[src/rtl/a2d_spi_resp.sv]
// SPI mode-0 slave returning one 12-bit A2D channel per 16-bit frame.
// The channel served in a frame is the one commanded by the previous good frame.
module a2d_spi_resp #(
    parameter logic [2:0] DFLT_CHNL = 3'd0
) (
    input  logic        clk,
    input  logic        rst,
    input  logic        SS_n,
    input  logic        SCLK,
    input  logic        MOSI,
    output logic        MISO,
    input  logic [11:0] lft_ld,
    input  logic [11:0] rght_ld,
    input  logic [11:0] batt,
    output logic        cmd_vld,
    output logic [2:0]  cmd_chnl,
    output logic        frm_err
);

    typedef enum logic {
        IDLE  = 1'b0,
        SHIFT = 1'b1
    } state_t;

    state_t      state_q, state_d;

    logic [2:0]  ss_q;
    logic [2:0]  sclk_q;
    logic [1:0]  mosi_q;
    logic [1:0]  sync_vld_q;
    logic        armed_q, armed_d;

    logic [15:0] tx_q, tx_d;
    logic [13:0] rx_q, rx_d;
    logic [4:0]  bit_cnt_q, bit_cnt_d;

    logic        end_ok_q, end_ok_d;
    logic        end_bad_q, end_bad_d;
    logic        cmd_vld_q, cmd_vld_d;
    logic        frm_err_q, frm_err_d;
    logic [2:0]  cmd_chnl_q, cmd_chnl_d;
    logic [2:0]  nxt_chnl_q, nxt_chnl_d;

    logic        ss_sync, ss_rise, ss_fall;
    logic        sclk_rise, sclk_fall;
    logic        mosi_sync;
    logic [11:0] chnl_data;

    // Stage 0/1 synchronise, stage 2 is the previous value for edge detection.
    always_ff @(posedge clk or posedge rst) begin
        if (rst) begin
            ss_q       <= 3'b111;
            sclk_q     <= 3'b111;
            mosi_q     <= 2'b00;
            sync_vld_q <= 2'b00;
        end else begin
            ss_q       <= {ss_q[1:0], SS_n};
            sclk_q     <= {sclk_q[1:0], SCLK};
            mosi_q     <= {mosi_q[0], MOSI};
            sync_vld_q <= {sync_vld_q[0], 1'b1};
        end
    end

    assign ss_sync   = ss_q[1];
    assign ss_rise   = ss_q[1] & ~ss_q[2];
    assign ss_fall   = ~ss_q[1] & ss_q[2];
    assign sclk_rise = sclk_q[1] & ~sclk_q[2];
    assign sclk_fall = ~sclk_q[1] & sclk_q[2];
    assign mosi_sync = mosi_q[1];

    always_comb begin
        chnl_data = 12'h000;
        case (nxt_chnl_q)
            3'd0:    chnl_data = lft_ld;
            3'd4:    chnl_data = rght_ld;
            3'd5:    chnl_data = batt;
            default: chnl_data = 12'h000;
        endcase
    end

    always_ff @(posedge clk or posedge rst) begin
        if (rst) begin
            state_q    <= IDLE;
            armed_q    <= 1'b0;
            tx_q       <= 16'h0000;
            rx_q       <= 14'h0000;
            bit_cnt_q  <= 5'd0;
            end_ok_q   <= 1'b0;
            end_bad_q  <= 1'b0;
            cmd_vld_q  <= 1'b0;
            frm_err_q  <= 1'b0;
            cmd_chnl_q <= 3'd0;
            nxt_chnl_q <= DFLT_CHNL;
        end else begin
            state_q    <= state_d;
            armed_q    <= armed_d;
            tx_q       <= tx_d;
            rx_q       <= rx_d;
            bit_cnt_q  <= bit_cnt_d;
            end_ok_q   <= end_ok_d;
            end_bad_q  <= end_bad_d;
            cmd_vld_q  <= cmd_vld_d;
            frm_err_q  <= frm_err_d;
            cmd_chnl_q <= cmd_chnl_d;
            nxt_chnl_q <= nxt_chnl_d;
        end
    end

    always_comb begin
        state_d    = state_q;
        tx_d       = tx_q;
        rx_d       = rx_q;
        bit_cnt_d  = bit_cnt_q;
        end_ok_d   = 1'b0;
        end_bad_d  = 1'b0;
        cmd_vld_d  = end_ok_q;
        frm_err_d  = end_bad_q;
        cmd_chnl_d = cmd_chnl_q;
        nxt_chnl_d = nxt_chnl_q;
        // A frame may only start once SS_n has genuinely been seen high after reset.
        armed_d    = armed_q | (sync_vld_q[1] & ss_sync);

        if (end_ok_q) begin
            cmd_chnl_d = rx_q[13:11];
            nxt_chnl_d = rx_q[13:11];
        end

        case (state_q)
            IDLE: begin
                tx_d = 16'h0000;
                if (ss_fall && armed_q) begin
                    state_d   = SHIFT;
                    tx_d      = {4'b0000, chnl_data};
                    bit_cnt_d = 5'd0;
                end
            end
            SHIFT: begin
                if (ss_rise) begin
                    state_d = IDLE;
                    tx_d    = 16'h0000;
                    if (bit_cnt_q == 5'd16) begin
                        end_ok_d = 1'b1;
                    end else begin
                        end_bad_d = 1'b1;
                    end
                end else if (!ss_sync) begin
                    // Frame bits 15:14 are never decoded, so only 14 bits are kept.
                    if (sclk_rise) begin
                        rx_d = {rx_q[12:0], mosi_sync};
                        if (bit_cnt_q != 5'd31) begin
                            bit_cnt_d = bit_cnt_q + 5'd1;
                        end
                    end
                    if (sclk_fall) begin
                        tx_d = {tx_q[14:0], 1'b0};
                    end
                end
            end
            default: begin
                state_d = IDLE;
                tx_d    = 16'h0000;
            end
        endcase
    end

    assign MISO     = tx_q[15];
    assign cmd_vld  = cmd_vld_q;
    assign frm_err  = frm_err_q;
    assign cmd_chnl = cmd_chnl_q;

endmodule

[config.mk]
export PLATFORM = sky130hd
export DESIGN_NAME = a2d_spi_resp
export DESIGN_NICKNAME = d
export VERILOG_FILES = /design/src/rtl/a2d_spi_resp.sv
export SDC_FILE = /design/constraint.sdc
export NUM_CORES = 1
export LEC_CHECK = 0
export ABC_AREA = 1
export BUFFER_PORTS_ARGS = -buffer_cell sky130_fd_sc_hd__buf_2
export CORE_MARGIN = 10
export CORE_UTILIZATION = 43
export CTS_BUF_LIST = sky130_fd_sc_hd__clkbuf_4
export CTS_CLUSTER_DIAMETER = 120
export CTS_CLUSTER_SIZE = 14
export DETAILED_ROUTE_END_ITERATION = 7
export PLACE_DENSITY = 0.7
export SETUP_SLACK_MARGIN = 0.05
export SYNTH_ARGS = -nofsm -noshare
export SYNTH_HDL_FRONTEND = slang
export SYNTH_SLANG_ARGS = --single-unit
[constraint.sdc]
create_clock -name clk -period 4.45 [get_ports clk]
set_clock_uncertainty 0.1 [all_clocks]
set_input_delay 0.2225 -clock clk [delete_from_list [all_inputs] [get_ports clk]]
set_output_delay 0.2225 -clock clk [all_outputs]
set_load 0.05 [all_outputs]
==> impl_results.md, run 1 <==
* CP max FO at 11
* Syn_nets at 323
* Synthesized area per cell at 8.66 µm²
* Synth warn at 0
* Vias in the first global route at 1868
* First-pass GRT wire length at 8.36 mm
* CP required at 4.64 ns
* Rows at 27
* Status: finished, violations left
* CTS tree: built
* Synth-to-layout area growth at 15.9%
* DR pass1 iterations at 4
* Prevailing post-synth register cell: dfrtp_1
* Resized Gates After CTS at 0
* Final setup fails at 0
* Max Cap Viol at 0
* Dominant cells by area after synthesis: dfrtp_1 (50%), nand2_1 (14%), dfstp_2 (6.5%), inv_1 (4.5%), nand3_1 (4.4%)
* Number of routed nets with antenna violations at 0
* Power Density at 334 nW/µm²
* Chip width at 94.9 µm
* CTS Sinks at 54
* Max Root-Sink Buffers at 2
* Yosys top cell by area: dfrtp_1
* Hold slack at -0.0143 ns
* Hold Vio Cnt, Final at 8
* Final GP Congestion at 0.833
* Residual DRC at 0
* Number of enable flip-flop cells after synthesis at 0
* Relative slew slack at 28.5%
* Fin cells at 401
* F_max at 0.525 GHz
* Crit path capture type: register
* Worst vdd rail ir drop at 0.250 mV
* M1 WL at 2.20 mm
* Vias at 1936
* Hold Path Class: in -> async
* Top sig layer: met4
* Synthesized instance count at 279
* H-tree Lvls at 2
* Number of diodes at 0
* Clock root buffer: clkbuf_4
* CP startpoint kind: register
* Kind of critical path: reg -> reg
* Grt total ovfl at 0
* Initial antenna violation count at 0
* Top cell type's share of synthesized area at 49.7%
* DR WL met3 at 455 µm
* Starting Density at 44.1%
* Slew at the pin with the worst max-slew slack at 1.07 ns
* Clock latency on the worst-skew pair at 0.37 ns
* Iteration-0 DRC Markers at 117
* Largest net degree at the start of global routing at 55
* WL final at 4.92 mm
* Fin crit share at 42.8%
* RSZ-0062 raised after global routing: no
* Count of different cell masters after synthesis at 30
* Die area at 9010 µm²
* CP arrival at 2.10 ns
* Die Y at 94.9 µm
* FF+latch count, synth at 54
* Number of CTS-inserted buffers at 5
* Via density at 4.83
* Post-Synthesis Cell Area at 2410 µm²
* Failing checks: hold timing
* WL/cell at 12.3 µm
* Clock Pin Slew Worst Setup and Hold Paths at 0.15 ns
* Final Critical Period at 1.91 ns
* GRT Total Usage at 11.4%
* Max Slew Vio Count at 0
* Sequential-to-total area share from yosys stat at 56.3%
* Async set-reset flop share out of synthesis at 100%
* # port buffers at 46
* Met2 routed WL at 2.17 mm
* Cells after DPL at 390
* HPWL Detailed at 3.65 mm
* Layout Nets at 372
* Fraction of layout cells with a size suffix above 1 at 22.2%
* IO Pins at 47
* Core Area at 5470 µm²
* Pleak at 1.39 nW
* Setup_tns at 0 ns
[layout by cell type (no fill, tap or decap), drive strengths merged, types with 2 or more instances in the layout]
cell type,count
a21oi,11
nand4,4
nand3,21
nand2,90
buf,46
inv,33
dfstp,6
nor2,21
o22ai,2
ha,3
nor3,4
dfrtp,48
clkbuf,5
dlygate4sd3,3
o21ai,24
[cell usage after synthesis (2+ instances only)]
cell type / n
o21ai_0: 21
buf_6: 2
inv_1: 29
nand2_1: 88
dfrtp_1: 48
nor2_2: 2
nor3_2: 2
nand4_1: 3
nand3_1: 21
ha_1: 3
dfstp_2: 6
nor2_1: 19
inv_2: 3
a21oi_1: 11
o21ai_1: 2
buf_2: 4
o22ai_1: 2
[registers in the layout, indices dropped and copies added (netlist names)]
register and cells:
rx_q 14, frm_err 1, state_q 1, cmd_vld 1, sclk_q 3, nxt_chnl_q 3
mosi_q 2, bit_cnt_q 5, ss_q 3, sync_vld_q 2, armed_q 1, cmd_vld_d 1
tx_q 16, end_bad_q 1
[worst max-delay path, stage by stage (launching register included)]
cell and delay, ns:
dfstp_2 0.64, nor3_2 0.08, nor2_1 0.53, inv_1 0.25, o21ai_0 0.24
[what timing repair did]
item	4_1_cts	5_1_grt
endpoints found under the hold margin	3	0
hold buffers	3	0
setup buffers	0	0
[per-layer routing]
metal | track usage (%) | vias up
met2 | 18.3 | 62
met1 | 13.9 | 880
li1 | - | 985
met4 | 4.61 | 0
met3 | 3.73 | 9
met5 | 0 | -
[layout make-up]
cell class / count / area [µm²]
Timing Repair Buffer: 49 / 260
Inverter: 32 / 120
Tap cell: 72 / 90.1
Clock buffer: 5 / 37.5
Fill cell: 536 / 2670
Sequential cell: 54 / 1360
Clock inverter: 3 / 43.8
Multi-Input combinational cell: 186 / 888
[worst paths after layout]
check,from,end,slack [ns],depth (start not counted)
min in group clk,lft_ld[3],tx_q[3],0.05,5
setup / recovery,ss_q[1],tx_q[0],2.54,4
max in group asynchronous,rst,sync_vld_q[1],3.60,2
hold / removal,rst,tx_q[3],-0.01,2
setup reg to reg,ss_q[1],tx_q[0],2.54,4
hold reg to reg,ss_q[0],ss_q[1],0.27,0
[per-stage QoR]
step / utilization [%] / area [µm²] / hold slack (ns) / power (mW) / setup slack (ns)
2_1_floorplan: - / 2410 / 0.127 / 0.636 / 2.82
3_3_place_gp: 49.1 / 2690 / 0.229 / 0.668 / 2.62
3_5_place_dp: 49.1 / 2690 / 0.229 / 0.672 / 2.56
4_1_cts: 51.1 / 2800 / 0.0359 / 0.948 / 2.53
5_1_grt: 51.1 / 2800 / 0.0459 / 0.988 / 2.28
6_report: 51.1 / 2800 / -0.0143 / 0.936 / 2.54
[kinds of logic (layout without fill, tap and decap cells)]
family	after synthesis	in the layout	synth area share [%]
fa+ha+maj	3	3	1.55
flops	54	54	56.3
buf+inv	39	89	6.94
other cells	1	1	0.155
xor+xnor	1	1	0.363
compound gates	38	38	8.24
simple gates	143	143	26.5
[report_power, final]
group | internal, mW | switching [mW]
sequential | 0.531 | 0.0219
clock | 0.120 | 0.154
combinational | 0.0412 | 0.0690
total | 0.692 | 0.245
Power figures use the tool's default switching activity.
==> run 2, diff against run 1 <==
Settings changed: PLACE_DENSITY 0.7 to 0.72.
Clock period 4.45 ns to 1.56 ns, I/O delays scaled along.
==> run 2 against run 1 <==
Compared with the run above: the flow now finishes without violations; cell area increased by 27%; clock power increased to 2.9 times the previous value; worst hold slack improved by 0.094 ns; sequential share of layout area decreased by 10 points; global-route usage increased by 2.7 points; first-iteration DRC count decreased by 33%; cell count increased by 15%; non-clock buffer count increased by 62; count of clock-buffer cells in the layout unchanged; via count increased by 15%.
==> impl_results.md, run 2 (synthesized netlist as in run 1, its figures left out) <==
* Status: complete, no violations
* Cells after DPL at 405 (+3.8%)
* HPWL Detailed at 3.88 mm (+6.4%)
* Hold Path Class: in -> async
* Core Area at 5470 µm² (unchanged)
* GRT Total Usage at 14.1% (+2.7 points)
* WL final at 6.26 mm (+27%)
* Final setup fails at 0 (unchanged)
* Final GP Congestion at 0.789 (-5.4%)
* Iteration-0 DRC Markers at 78 (-33%)
* Die Y at 94.9 µm (unchanged)
* Commonest non-fill, non-tap cells in the layout: nand2_1 (76), buf_2 (46), dfrtp_1 (44), dlygate4sd3_1 (40), inv_1 (25)
* Pleak at 1.70 nW (+22%)
* Reg-to-Reg Start: sclk_q[1]
* Rows at 27 (unchanged)
* Kind of critical path: reg -> reg
* Crit path capture type: register
* Worst vdd rail ir drop at 0.643 mV (+160%)
* Clock root buffer: clkbuf_4
* Largest net degree at the start of global routing at 29 (-47%)
* CP startpoint kind: register
* Die area at 9010 µm² (unchanged)
* CTS tree: built
* Fin crit share at 98.2% (+55 points)
* Hold Vio Cnt, Final at 0 (-8)
* Number of CTS-inserted buffers at 5 (unchanged)
* CP Launch Point: sclk_q[1]
* H-tree Lvls at 2 (unchanged)
* Number of routed nets with antenna violations at 0 (unchanged)
* CTS Sinks at 54 (unchanged)
* DR WL met3 at 217 µm (-52%)
* Fill cells at 431 (-20%)
* Synth-to-layout area growth at 47.5%
* RSZ-0062 raised after global routing: yes
* M1 WL at 2.65 mm (+20%)
* DR pass1 iterations at 4 (unchanged)
* F_max at 0.653 GHz (+24%)
* Flip-flop count of the largest register after layout at 16 (unchanged)
* CP required at 1.73 ns (-2.91 ns)
* Max Root-Sink Buffers at 2 (unchanged)
* Fraction of layout cells with a size suffix above 1 at 36.1% (+14 points)
* Final Critical Period at 1.53 ns (-0.373 ns)
* Vias in the first global route at 2218 (+19%)
* Layout Nets at 434 (+17%)
* Via density at 4.79 (-0.82%)
* First-pass GRT wire length at 10.3 mm (+23%)
* Clock latency on the worst-skew pair at 0.38 ns (about the same)
* Starting Density at 44.1% (unchanged)
* Met2 routed WL at 3.25 mm (+50%)
* Most common cell after layout, fill and taps aside: nand2_1
* IO Pins at 47 (unchanged)
* # port buffers at 46 (unchanged)
* Number of diodes at 0 (unchanged)
* Max Slew Vio Count at 0 (unchanged)
* Fin cells at 463 (+15%)
* Vias at 2217 (+15%)
* WL/cell at 13.5 µm (+10%)
* Power Density at 820 nW/µm² (+150%)
* Top sig layer: met4
* CP max FO at 5 (-6)
* Residual DRC at 0 (unchanged)
* CP arrival at 1.70 ns (-0.40 ns)
* Clock Pin Slew Worst Setup and Hold Paths at 0.15 ns (about the same)
* Max Cap Viol at 0 (unchanged)
* Hold slack at 0.0802 ns (+0.0945 ns)
* Initial antenna violation count at 0 (unchanged)
* Setup_tns at 0 ns (unchanged)
* Chip width at 94.9 µm (unchanged)
* Grt total ovfl at 0 (unchanged)
* Top Registers: tx_q (16), rx_q (14), bit_cnt_q (5)
* Reg with most FFs: tx_q
==> run 2: cell types whose count changed in the layout (fill, tap and decap cells not counted), moves of 3 or more <==
cell	previous run	this run
dfrtp_2	0	4
a21oi_1	11	2
nor2_1	19	7
nand2_2	1	11
dlygate4sd3_1	3	40
buf_4	0	15
o21ai_1	2	8
inv_1	28	25
dfrtp_1	48	44
buf_6	0	8
nand2_1	88	76
nor2_2	2	12
a21oi_2	0	9
o21ai_0	21	12
==> run 2: report_power, final <==
part	switching, mW	total (mW)	internal, mW
Clock	0.444	0.785	0.341
Sequential	0.0732	1.59	1.52
Combinational	0.275	0.547	0.273
Total	0.792	2.92	2.13
==> run 2: what timing repair did <==
action,CTS,global route
hold buffers,40,0
setup endpoints to repair,19,27
gates cloned,0,2
buffers inserted,3,5
pin swaps,2,17
gates resized for setup,7,60
hold endpoints to repair,63,0
==> run 2: cell type report <==
cell class              instances  area [µm²]  share of cell area, %
flip-flops and latches         54        1360                   38.3
inverters                      32         126                   3.55
well taps                      72        90.1                   2.53
repair buffers                111         873                   24.5
multi-input cells             186        1030                   28.8
clock inverters                 3        43.8                   1.23
clock buffers                   5        37.5                   1.05
==> run 2: final timing paths <==
| kind | to | slack [ns] | cells after the start |
|---|---|---|---|
| worst max-delay path | bit_cnt_q[0] | 0.03 | 6 |
| worst min-delay path | tx_q[0] | 0.08 | 3 |
| worst max register to register | bit_cnt_q[0] | 0.03 | 6 |
| worst min register to register | ss_q[1] | 0.27 | 0 |
| max in group asynchronous | ss_q[1] | 0.78 | 4 |
| min in group clk | sclk_q[0] | 0.23 | 2 |
==> run 2: metrics by stage <==
stage / instance area, µm² / worst slack (ns) / total power, mW / util (%)
after floorplan: 2420 / 0.0345 / 1.81 / -
after global placement: 2820 / -0.205 / 1.94 / 51.5
after detailed placement: 2820 / -0.267 / 1.96 / 51.5
after CTS: 3360 / 0.0379 / 2.85 / 61.4
after global routing: 3560 / -0.0525 / 3.07 / 65.1
final: 3560 / 0.0275 / 2.92 / 65.1
==> run 2: per-layer routing <==
metal | track usage, % | up-vias
met5 | 0 | -
met4 | 5.24 | 0
met3 | 3.01 | 16
met2 | 24.9 | 58
met1 | 16.5 | 1040
li1 | - | 1103
==> run 2: critical path, stage by stage, from the launching register on <==
cell	delay [ns]
dfstp_2	0.58
buf_6	0.11
nand2_4	0.05
nor3_4	0.30
nand2_4	0.12
nand2_4	0.11
o21ai_1	0.07
==> run 3, diff against run 2 <==
Settings changed: CELL_PAD_IN_SITES_DETAIL_PLACEMENT set to 1, CELL_PAD_IN_SITES_GLOBAL_PLACEMENT set to 2, CORE_UTILIZATION 43 to 30, PLACE_DENSITY 0.72 to 0.82.
==> run 3 against run 2 <==
Compared with the run above: flip-flop and latch count unchanged; sequential share of layout area increased by 1.2 points; cell count rose by 4.8%; cell area shrank 3.0%.
==> impl_results.md, run 3 (synthesized netlist as in run 1, its figures left out) <==
* Pleak at 1.63 nW (-4.3%)
* HPWL Detailed at 4.38 mm (+13%)
* Status: complete, no violations
* Iteration-0 DRC Markers at 59 (-24%)
* Clock root buffer: clkbuf_4
* Max Cap Viol at 0 (unchanged)
* Residual DRC at 0 (unchanged)
* WL/cell at 14.0 µm (+3.9%)
* Die Y at 110 µm (+16%)
* Clk pwr share at 24.2% (-2.7 points)
* Clock latency on the worst-skew pair at 0.38 ns (about the same)
* Crit path capture type: register
* Largest net degree at the start of global routing at 55 (+90%)
* CP required at 1.75 ns (+0.02 ns)
* Number of routed nets with antenna violations at 0 (unchanged)
* Synth-to-layout area growth at 43.1%
* Sw Share at 29.0% (+1.9 points)
* Cell family with most CP delay: flip-flops
* Clock Pin Slew Worst Setup and Hold Paths at 0.16 ns (about the same)
* Vias in the first global route at 2347 (+5.8%)
* CTS Sinks at 54 (unchanged)
* Fill cells at 916 (+110%)
* Power Density at 790 nW/µm² (-3.6%)
* Number of CTS-inserted buffers at 5 (unchanged)
* Most common cell after layout, fill and taps aside: nand2_1
* Starting Density at 31.1% (-13 points)
* Max Root-Sink Buffers at 2 (unchanged)
* Crit-path cells: inv_4, o21ai_4, nor2_2, buf_12, a21oi_1, nand2_1
* Vias at 2214 (-0.14%)
* Top Registers: tx_q (16), rx_q (14), bit_cnt_q (5)
* Final setup fails at 0 (unchanged)
* CP arrival at 1.65 ns (-0.05 ns)
* Layout Nets at 425 (-2.1%)
* Reg-to-Reg Start: ss_q[1]
* CP max FO at 10 (+5)
* H-tree Lvls at 2 (unchanged)
* Final GP Congestion at 0.741 (-6.1%)
* Setup_tns at 0 ns (unchanged)
* Final Critical Period at 1.47 ns (-0.0659 ns)
* Crit-path slowest cell: dfstp_2
* RSZ-0062 raised after global routing: yes
* P_int at 1.94 mW (-8.9%)
* Rows at 32 (+19%)
* Hold Vio Cnt, Final at 0 (unchanged)
* Reg with most FFs: tx_q
* IO Pins at 47 (unchanged)
* NetSw at 791 µW (about the same)
* Fin crit share at 94.0% (-4.2 points)
* Combinational Power Share at 18.1% (-0.6 points)
* CTS tree: built
* Hold Path Class: in -> reg
* Grt total ovfl at 0 (unchanged)
* Die area at 12000 µm² (+34%)
* WL final at 6.81 mm (+8.9%)
* CP bufs+invs at 2 (+1)
* GRT Total Usage at 11.6% (-2.6 points)
* Initial antenna violation count at 1 (+1)
* Worst vdd rail ir drop at 0.547 mV (-15%)
* Chip width at 110 µm (+16%)
* Flip-flop count of the largest register after layout at 16 (unchanged)
* Via density at 4.56 (-4.7%)
* CP Launch Point: ss_q[1]
* Sequential Power Share at 57.7% (+3.3 points)
* Fraction of layout cells with a size suffix above 1 at 29.3% (-6.7 points)
* Fin util at 44.5% (-21 points)
* Max Slew Vio Count at 0 (unchanged)
* # port buffers at 46 (unchanged)
* F_max at 0.682 GHz (+4.5%)
* Commonest non-fill, non-tap cells in the layout: nand2_1 (86), buf_2 (46), dfrtp_1 (45), dlygate4sd3_1 (38), inv_1 (25)
* First-pass GRT wire length at 11.3 mm (+9.9%)
* Kind of critical path: reg -> reg
* DR pass1 iterations at 4 (unchanged)
* CP startpoint kind: register
* Core Area at 7770 µm² (+42%)
* Min-delay src: rght_ld[8]
* Max incr delay on CP at 0.63 ns (+0.05 ns)
[run 3: cell count changes in the layout (fill, tap and decap cells not counted), sizes merged]
cell	delta
diode	+1
clkinvlp	+1
clkbuf	+1
buf	-8
bufinv	-1
dlygate4sd3	-2
[run 3: worst reg2reg max path: cells and delay by family (launching register included)]
family                 cells  cell delay (ns)
flip-flops                 1             0.63
AO/OA/AOI/OAI              2             0.29
buffers and inverters      2             0.22
AND/OR/NAND/NOR            2             0.14
[run 3: repair_timing]
action | 4_1_cts | 5_1_grt
endpoints found under the hold margin | 68 | 1
hold buffers | 37 | 1
buffers inserted | 0 | 4
endpoints found under the setup margin | 0 | 17
gates resized for setup | 0 | 26
[run 3: worst paths after layout]
kind	cells after the start	slack [ns]	end
min reg2reg	0	0.27	ss_q[1]
max	6	0.09	tx_q[9]
min in group asynchronous	4	0.18	sync_vld_q[0]
max reg2reg	6	0.09	tx_q[9]
min	5	0.03	tx_q[8]
max in group asynchronous	4	0.88	sclk_q[2]
[run 3: layout make-up]
type	instances	area, µm²	share of cell area (%)
Antenna cell	1	2.50	0.0724
Clock buffer	5	37.5	1.09
Clock inverter	3	25.0	0.724
Inverter	32	129	3.73
Multi-Input combinational cell	186	957	27.7
Sequential cell	54	1360	39.4
Tap cell	102	128	3.69
Timing Repair Buffer	102	813	23.5
[run 3: metal layers]
metal	global-route usage (%)	up-vias	routed length, µm
li1	-	1088	-
met1	13.2	1073	2950
met2	20.8	41	3490
met3	2.63	12	232
met4	3.90	0	131
met5	0	-	0
[run 3: metrics by stage]
| step | cells | hold WS, ns | setup WS, ns | area [µm²] | power [mW] |
|---|---|---|---|---|---|
| 6_report | 485 | 0.0254 | 0.0934 | 3450 | 2.73 |
| 5_1_grt | 485 | 0.00584 | 0.0194 | 3450 | 2.89 |
| 4_1_cts | 478 | 0.00382 | 0.0663 | 3310 | 2.72 |
| 3_5_place_dp | 433 | 0.0779 | 0.0868 | 2880 | 1.98 |
| 3_3_place_gp | 433 | 0.0723 | 0.148 | 2880 | 1.97 |
| 2_1_floorplan | 279 | -0.0175 | 0.0345 | 2420 | 1.81 |
[run 3: power groups by stage]
| stage | registers (mW) | logic, mW | clock network [mW] |
|---|---|---|---|
| after floorplan | 1.60 | 0.219 | 0 |
| after global placement | 1.59 | 0.374 | 0 |
| after detailed placement | 1.60 | 0.388 | 0 |
| after CTS | 1.57 | 0.461 | 0.690 |
| after global routing | 1.59 | 0.559 | 0.744 |
| final | 1.57 | 0.495 | 0.661 |
